### src/rtl/lcd_layer_compositor.sv
// LCD raster timing plus compositor: background ramp ROM, ARGB1555 sprite layers, optional white border.
// Latency: raster counters to panel pins is 2 clk_pix cycles; DEN, HSYNC, VSYNC and RGB are aligned.
// Backpressure: none; the panel takes one pixel every clock, and the ROMs answer in exactly one clock.
module lcd_layer_compositor #(
  parameter int H_DATA      = 800,
  parameter int H_BP        = 46,
  parameter int H_FP        = 294,
  parameter int H_PULSE     = 1,
  parameter int V_DATA      = 480,
  parameter int V_BP        = 23,
  parameter int V_FP        = 23,
  parameter int V_PULSE     = 5,
  parameter int NUM_SPRITES = 2,
  parameter int SPR_LOG2    = 6,
  parameter int BORDER_EN   = 1
) (
  input  logic                                clk_pix,
  input  logic                                reset,
  output logic                                lcd_clk,
  output logic                                lcd_den,
  output logic                                lcd_hsync,
  output logic                                lcd_vsync,
  output logic [4:0]                          lcd_r,
  output logic [5:0]                          lcd_g,
  output logic [4:0]                          lcd_b,
  input  logic [16*NUM_SPRITES-1:0]           spr_x_in,
  input  logic [16*NUM_SPRITES-1:0]           spr_y_in,
  input  logic [NUM_SPRITES-1:0]              spr_en_in,
  output logic [7:0]                          bg_addr,
  input  logic [15:0]                         bg_data,
  output logic [2*SPR_LOG2*NUM_SPRITES-1:0]   spr_addr,
  input  logic [16*NUM_SPRITES-1:0]           spr_data,
  output logic                                frame_int
);
  localparam int H_TOTAL = H_BP + H_DATA + H_FP;
  localparam int V_TOTAL = V_BP + V_DATA + V_FP;
  localparam int AW      = 2 * SPR_LOG2;

  typedef logic signed [16:0] diff_t;

  // raster counters and the active (shadowed) sprite registers
  logic [15:0]               h_cnt_q, h_cnt_d, v_cnt_q, v_cnt_d;
  logic [16*NUM_SPRITES-1:0] spr_x_q, spr_x_d, spr_y_q, spr_y_d;
  logic [NUM_SPRITES-1:0]    spr_en_q, spr_en_d;
  logic                      frame_int_q, frame_int_d;
  logic                      frame_end;

  // stage 1: travels alongside the ROM read
  logic [NUM_SPRITES-1:0]    hit_q, hit_d;
  logic                      border_q, border_d, den1_q, den1_d, hs1_q, hs1_d, vs1_q, vs1_d;

  // stage 2: pin registers
  logic                      den_q, den_d, hs_q, hs_d, vs_q, vs_d;
  logic [15:0]               rgb_q, rgb_d;

  // stage 0 intermediates
  logic signed [15:0]        x_pos, y_pos;
  logic                      x_en, y_en;
  diff_t                     dx [NUM_SPRITES];
  diff_t                     dy [NUM_SPRITES];
  logic [15:0]               pix;

  // Raster advance; sprite registers reload only on the very last clock of a frame so a frame never tears
  always_comb begin
    frame_end = (h_cnt_q == 16'(H_TOTAL - 1)) && (v_cnt_q == 16'(V_TOTAL - 1));
    h_cnt_d   = h_cnt_q + 16'd1;
    v_cnt_d   = v_cnt_q;
    if (h_cnt_q == 16'(H_TOTAL - 1)) begin
      h_cnt_d = '0;
      v_cnt_d = (v_cnt_q == 16'(V_TOTAL - 1)) ? '0 : v_cnt_q + 16'd1;
    end
    spr_x_d     = frame_end ? spr_x_in  : spr_x_q;
    spr_y_d     = frame_end ? spr_y_in  : spr_y_q;
    spr_en_d    = frame_end ? spr_en_in : spr_en_q;
    frame_int_d = frame_end;
  end

  // Stage 0: active-area flags, syncs and ROM addresses straight from the counters
  always_comb begin
    x_pos    = $signed(h_cnt_q - 16'(H_BP));
    y_pos    = $signed(v_cnt_q - 16'(V_BP));
    x_en     = (h_cnt_q >= 16'(H_BP)) && (h_cnt_q < 16'(H_BP + H_DATA));
    y_en     = (v_cnt_q >= 16'(V_BP)) && (v_cnt_q < 16'(V_BP + V_DATA));
    den1_d   = x_en && y_en;
    hs1_d    = (h_cnt_q >= 16'(H_PULSE));
    vs1_d    = (v_cnt_q >= 16'(V_PULSE));
    border_d = (BORDER_EN != 0) && x_en && y_en &&
               ((h_cnt_q == 16'(H_BP)) || (h_cnt_q == 16'(H_BP + H_DATA - 1)) ||
                (v_cnt_q == 16'(V_BP)) || (v_cnt_q == 16'(V_BP + V_DATA - 1)));
    bg_addr  = y_pos[7:0];
    hit_d    = '0;
    spr_addr = '0;
    for (int i = 0; i < NUM_SPRITES; i++) begin
      // 17-bit differences so a far-negative sprite cannot alias into range
      dx[i]    = {x_pos[15], x_pos} - {spr_x_q[16*i+15], spr_x_q[16*i +: 16]};
      dy[i]    = {y_pos[15], y_pos} - {spr_y_q[16*i+15], spr_y_q[16*i +: 16]};
      hit_d[i] = spr_en_q[i] && (dx[i][16:SPR_LOG2] == '0) && (dy[i][16:SPR_LOG2] == '0);
      if (hit_d[i]) begin
        spr_addr[AW*i +: AW] = {dy[i][SPR_LOG2-1:0], dx[i][SPR_LOG2-1:0]};
      end
    end
  end

  // Stage 2: layer priority is border, then lowest-index opaque sprite, then background
  always_comb begin
    pix = bg_data;
    for (int i = NUM_SPRITES - 1; i >= 0; i--) begin
      if (hit_q[i] && spr_data[16*i+15]) begin
        pix = {spr_data[16*i+10 +: 5], spr_data[16*i+5 +: 5], 1'b0, spr_data[16*i +: 5]};
      end
    end
    if (border_q) pix = 16'hFFFF;
    rgb_d = den1_q ? pix : 16'h0000;
    den_d = den1_q;
    hs_d  = hs1_q;
    vs_d  = vs1_q;
  end

  // All state; reset puts the pins in their idle levels and hides every sprite until the first reload
  always_ff @(posedge clk_pix or negedge reset) begin
    if (!reset) begin
      h_cnt_q     <= '0;
      v_cnt_q     <= '0;
      spr_x_q     <= '0;
      spr_y_q     <= '0;
      spr_en_q    <= '0;
      frame_int_q <= 1'b0;
      hit_q       <= '0;
      border_q    <= 1'b0;
      den1_q      <= 1'b0;
      hs1_q       <= 1'b1;
      vs1_q       <= 1'b1;
      den_q       <= 1'b0;
      hs_q        <= 1'b1;
      vs_q        <= 1'b1;
      rgb_q       <= '0;
    end else begin
      h_cnt_q     <= h_cnt_d;
      v_cnt_q     <= v_cnt_d;
      spr_x_q     <= spr_x_d;
      spr_y_q     <= spr_y_d;
      spr_en_q    <= spr_en_d;
      frame_int_q <= frame_int_d;
      hit_q       <= hit_d;
      border_q    <= border_d;
      den1_q      <= den1_d;
      hs1_q       <= hs1_d;
      vs1_q       <= vs1_d;
      den_q       <= den_d;
      hs_q        <= hs_d;
      vs_q        <= vs_d;
      rgb_q       <= rgb_d;
    end
  end

  assign lcd_clk   = ~clk_pix;
  assign lcd_den   = den_q;
  assign lcd_hsync = hs_q;
  assign lcd_vsync = vs_q;
  assign lcd_r     = rgb_q[15:11];
  assign lcd_g     = rgb_q[10:5];
  assign lcd_b     = rgb_q[4:0];
  assign frame_int = frame_int_q;

endmodule

### config.mk
export PLATFORM = sky130hd
export DESIGN_NAME = lcd_layer_compositor
export DESIGN_NICKNAME = d
export VERILOG_FILES = /design/src/rtl/lcd_layer_compositor.sv
export SDC_FILE = /design/constraint.sdc
export NUM_CORES = 1
export LEC_CHECK = 0
export ABC_CLOCK_PERIOD_IN_PS = 4650
export CORE_MARGIN = 2
export CORE_UTILIZATION = 49
export CTS_CLUSTER_DIAMETER = 30
export DETAILED_ROUTE_END_ITERATION = 12
export GPL_ROUTABILITY_DRIVEN = 0
export PLACE_DENSITY = 0.78
export SLEW_MARGIN = 15
export SYNTH_ARGS = -nofsm -noshare
export SYNTH_HDL_FRONTEND = slang
export SYNTH_SLANG_ARGS = --single-unit
### constraint.sdc
create_clock -name clk_pix -period 4.65 [get_ports clk_pix]
set_input_delay 0.93 -clock clk_pix [delete_from_list [all_inputs] [get_ports clk_pix]]
set_output_delay 0.93 -clock clk_pix [all_outputs]
set_load 0.02 [all_outputs]
==> impl_metrics.toml <==
[clock_network]
root_buffer = "clkbuf_16"
clk_pin_slew_ps = 50
tritoncts = "yes"
clk_latency_ps = 440
clockBufferDepth = 2
htree_levels = 4
cts_inserted_buffers = 17

[yosys]
netlist_area_sq_mm = 0.009374
syn_nets = 1307
synth-async-reset-ratio_pct = 100.0
yosysUniqueCellTypes = 81
ys.flop_type = "dfrtp_1"
synth_cells = 1115
ys_warn_count = 0
synth_edf_count = 0
avgSynthCellArea_sq_um = 8.407
ys_seq_elements = 124
ys_seq_area_share_pct = 33.16

[sta]
finalCritPeriodShare_pct = 117.1
period_needed_ps = 5445
maxSlewViolCount = 0
setup_ws_ps = -794.6
finalHoldViolations = 0
slew-limit-headroom_pct = 37.56
fmax_ghz = 0.1837
finalSetupViolations = 24
clock_skew_ps = 11.76
worst_pin_slew_ps = 934.3
hold_slack_ps = 362.5
rsz0062_at_grt = "yes"

[worst_setup_path]
r2r_cells = 19
arrival_ps = 4510
end_kind = "output port"
crit_path_max_fanout = 6
worst-setup-path-type = "reg -> out"
cp.required_ps = 3720
r2r_start = "h_cnt_q[1]"
critPathMaxStageDelay_ps = 410
cp-start-kind = "flop"
r2r_slack_ps = 790
cpMaxStageDelayCell = "dfrtp_1"
worstReg2RegEnd = "hit_q[1]"
cpMostUsedCell = "buf_4"
worstPathCellList = "ha_2 > and2_4 > buf_4 > nor3_1 > nor2_1 > buf_4 > ha_1 > a21oi_1 > nand2_1 > buf_4 > xnor2_1 > o2111ai_2 > nor4b_2 > nand4_1 > buf_6 > buf_16 > nor4_4 > buf_4"

[floorplanning]
io_pins = 169
die_x_um = 142.3
core_area_sq_mm = 0.01877
die_h_um = 142.3
fp-row-count = 50
die_area_sq_mm = 0.02025
initial_utilization_pct = 49.95

[status]
violations = "setup timing"
outcome = "finished with violations"

[power]
p_leak_nw = 7.129
peakVddDrop_v = 0.0002662
powerDensity_mw_per_mm2 = 191.2
totalPowerFinal_w = 0.002818

[global_route]
antenna_found_initial = 1
grt_pass1_vias = 10390
grt-ovfl-total = 0
grt_pass1_wl_um = 51240
grt_use_total_pct = 32.39
grt_max_degree = 68

[hold_path]
hold_path_class = "reg -> reg"
min_to = "lcd_vsync"
worstHoldStart = "vs1_q"
hold_path_depth = 0

[place]
dpl_cell_area_sq_mm = 0.01307
portBuffers = 168
dp_hpwl_um = 23340
place_inst = 1691

[finish]
syn_to_final_growth_pct = 57.25
fin_area_sq_mm = 0.01474
fin_cells = 1757
drive_above_1_share_pct = 30.40
final-seq-area_sq_mm = 0.003109
num_antenna_cells = 0
nNetsFinal = 1702
multi_input_area_sq_mm = 0.006456
fillers = 1097

[drt]
drtIter0Drc = 984
detail_route.vias_per_cell = 5.997
ant_nets = 0
drc = 0
vias = 10540
wl_um = 35630
wire_per_inst_um = 20.28
drt_pass1_iterations = 7

[job]
drv_cap = 0
state kept, by name, summed over array words and instances (netlist names), 2 cells and up:
signal and cells:
h_cnt_q 16, v_cnt_q 16, rgb_q 16, spr_x_q 32, spr_y_q 32, spr_en_q 2
hit_q 2
critical path: cells and delay by family (launching register included):
family	cells	cell delay (ps)
and+or+nand+nor	7	1380
adders and majority gates	2	520
DFF	1	410
xor gates and xnor gates	1	280
buffers and inverters	6	1040
AOI/OAI and AO/OA	2	450
logic make-up after synthesis:
group / after synthesis / share of synthesized area, %
xor gates and xnor gates: 74 / 6.914
and+or+nand+nor: 391 / 20.93
DFF: 124 / 33.16
muxes: 10 / 1.175
adders and majority gates: 76 / 10.46
AOI/OAI and AO/OA: 293 / 20.77
buffers and inverters: 147 / 6.594
cells in the mapped netlist (7+ instances only):
master       n  area (sq um)
nor2b_1     10         62.56
nor3_2      10         100.1
xnor2_1     40         350.3
or3_1       12         75.07
inv_1       84         315.3
a21oi_1     48         240.2
nor3_1      18         90.09
clkbuf_1    42         157.7
nand4_1     15         93.84
a21o_1      21         157.7
o21a_1      28         210.2
ha_1        72         900.9
and3_1      22         137.6
buf_2       10         50.05
a31oi_1     27         168.9
nand2_1    144         540.5
o21ai_0     89         445.4
nor4_1      13         81.33
nor2_1      76         285.3
xor2_1      34         297.8
dfrtp_1    120          3003
nand2b_1    11         68.82
mux2_2       8         90.09
nand3_1     23         115.1
o2111ai_1    7         61.31
routing by layer:
metal  wire (um)  global-route usage (%)
met4        1903                   15.16
met3        3156                   6.931
met2       17350                   57.11
met5           0                       0
met1       13220                   37.66
final cells by class:
class | instances | share of cell area [%]
Sequential cell | 124 | 21.09
Timing Repair Buffer | 438 | 26.28
Multi-Input combinational cell | 844 | 43.80
Inverter | 83 | 2.114
Clock buffer | 23 | 3.285
Tap cell | 234 | 1.986
Clock inverter | 11 | 1.443
timing repair:
| action | CTS | global route |
|---|---|---|
| cloned | 2 | 1 |
| pin swaps | 44 | 32 |
| gates resized for setup | 201 | 65 |
| setup buffers | 21 | 11 |
| hold buffers | 0 | 0 |
| endpoints found under the setup margin | 24 | 24 |
power by group:
| group | internal (W) | switching, W | total (W) | leakage [nW] |
|---|---|---|---|---|
| clock network | 0.00106 | 0.000545 | 0.00161 | 0.336 |
| logic | 0.0000895 | 0.0000410 | 0.000130 | 5.40 |
| registers | 0.00108 | 0 | 0.00108 | 1.39 |
| total | 0.00223 | 0.000586 | 0.00282 | 7.13 |
layout by cell type (no fill, tap or decap), types with 26 or more instances in the layout:
master	instances
xor2_1	29
o21ai_0	83
nor2_1	68
ha_1	55
nand2_1	140
buf_6	34
clkdlybuf4s50_1	143
buf_4	255
xnor2_1	36
a31oi_1	26
dfrtp_1	119
inv_1	82
o21a_1	28
a21oi_1	38
worst max-delay path by stage:
stage,to,from,cells past startpoint,slack [ps]
6_report,spr_addr[11],h_cnt_q[1],18,-790
5_1_grt,spr_addr[5],h_cnt_q[1],18,-850
4_1_cts,spr_addr[19],h_cnt_q[1],18,-510
3_5_place_dp,spr_addr[11],v_cnt_q[7],14,-660
3_3_place_gp,spr_addr[5],v_cnt_q[0],16,-540
2_1_floorplan,spr_addr[9],v_cnt_q[7],15,1
per-stage QoR:
step                worst slack [ps]  utilization (%)  setup TNS (ps)
finish                        -794.6            78.54          -15060
global route                  -852.4            78.54          -17120
CTS                           -514.8            76.15          -10500
detailed placement            -660.8            69.63          -13950
global placement              -541.2            69.63          -11230
floorplan                      1.134                -               0
No activity file was read; power rests on OpenSTA's default activity.
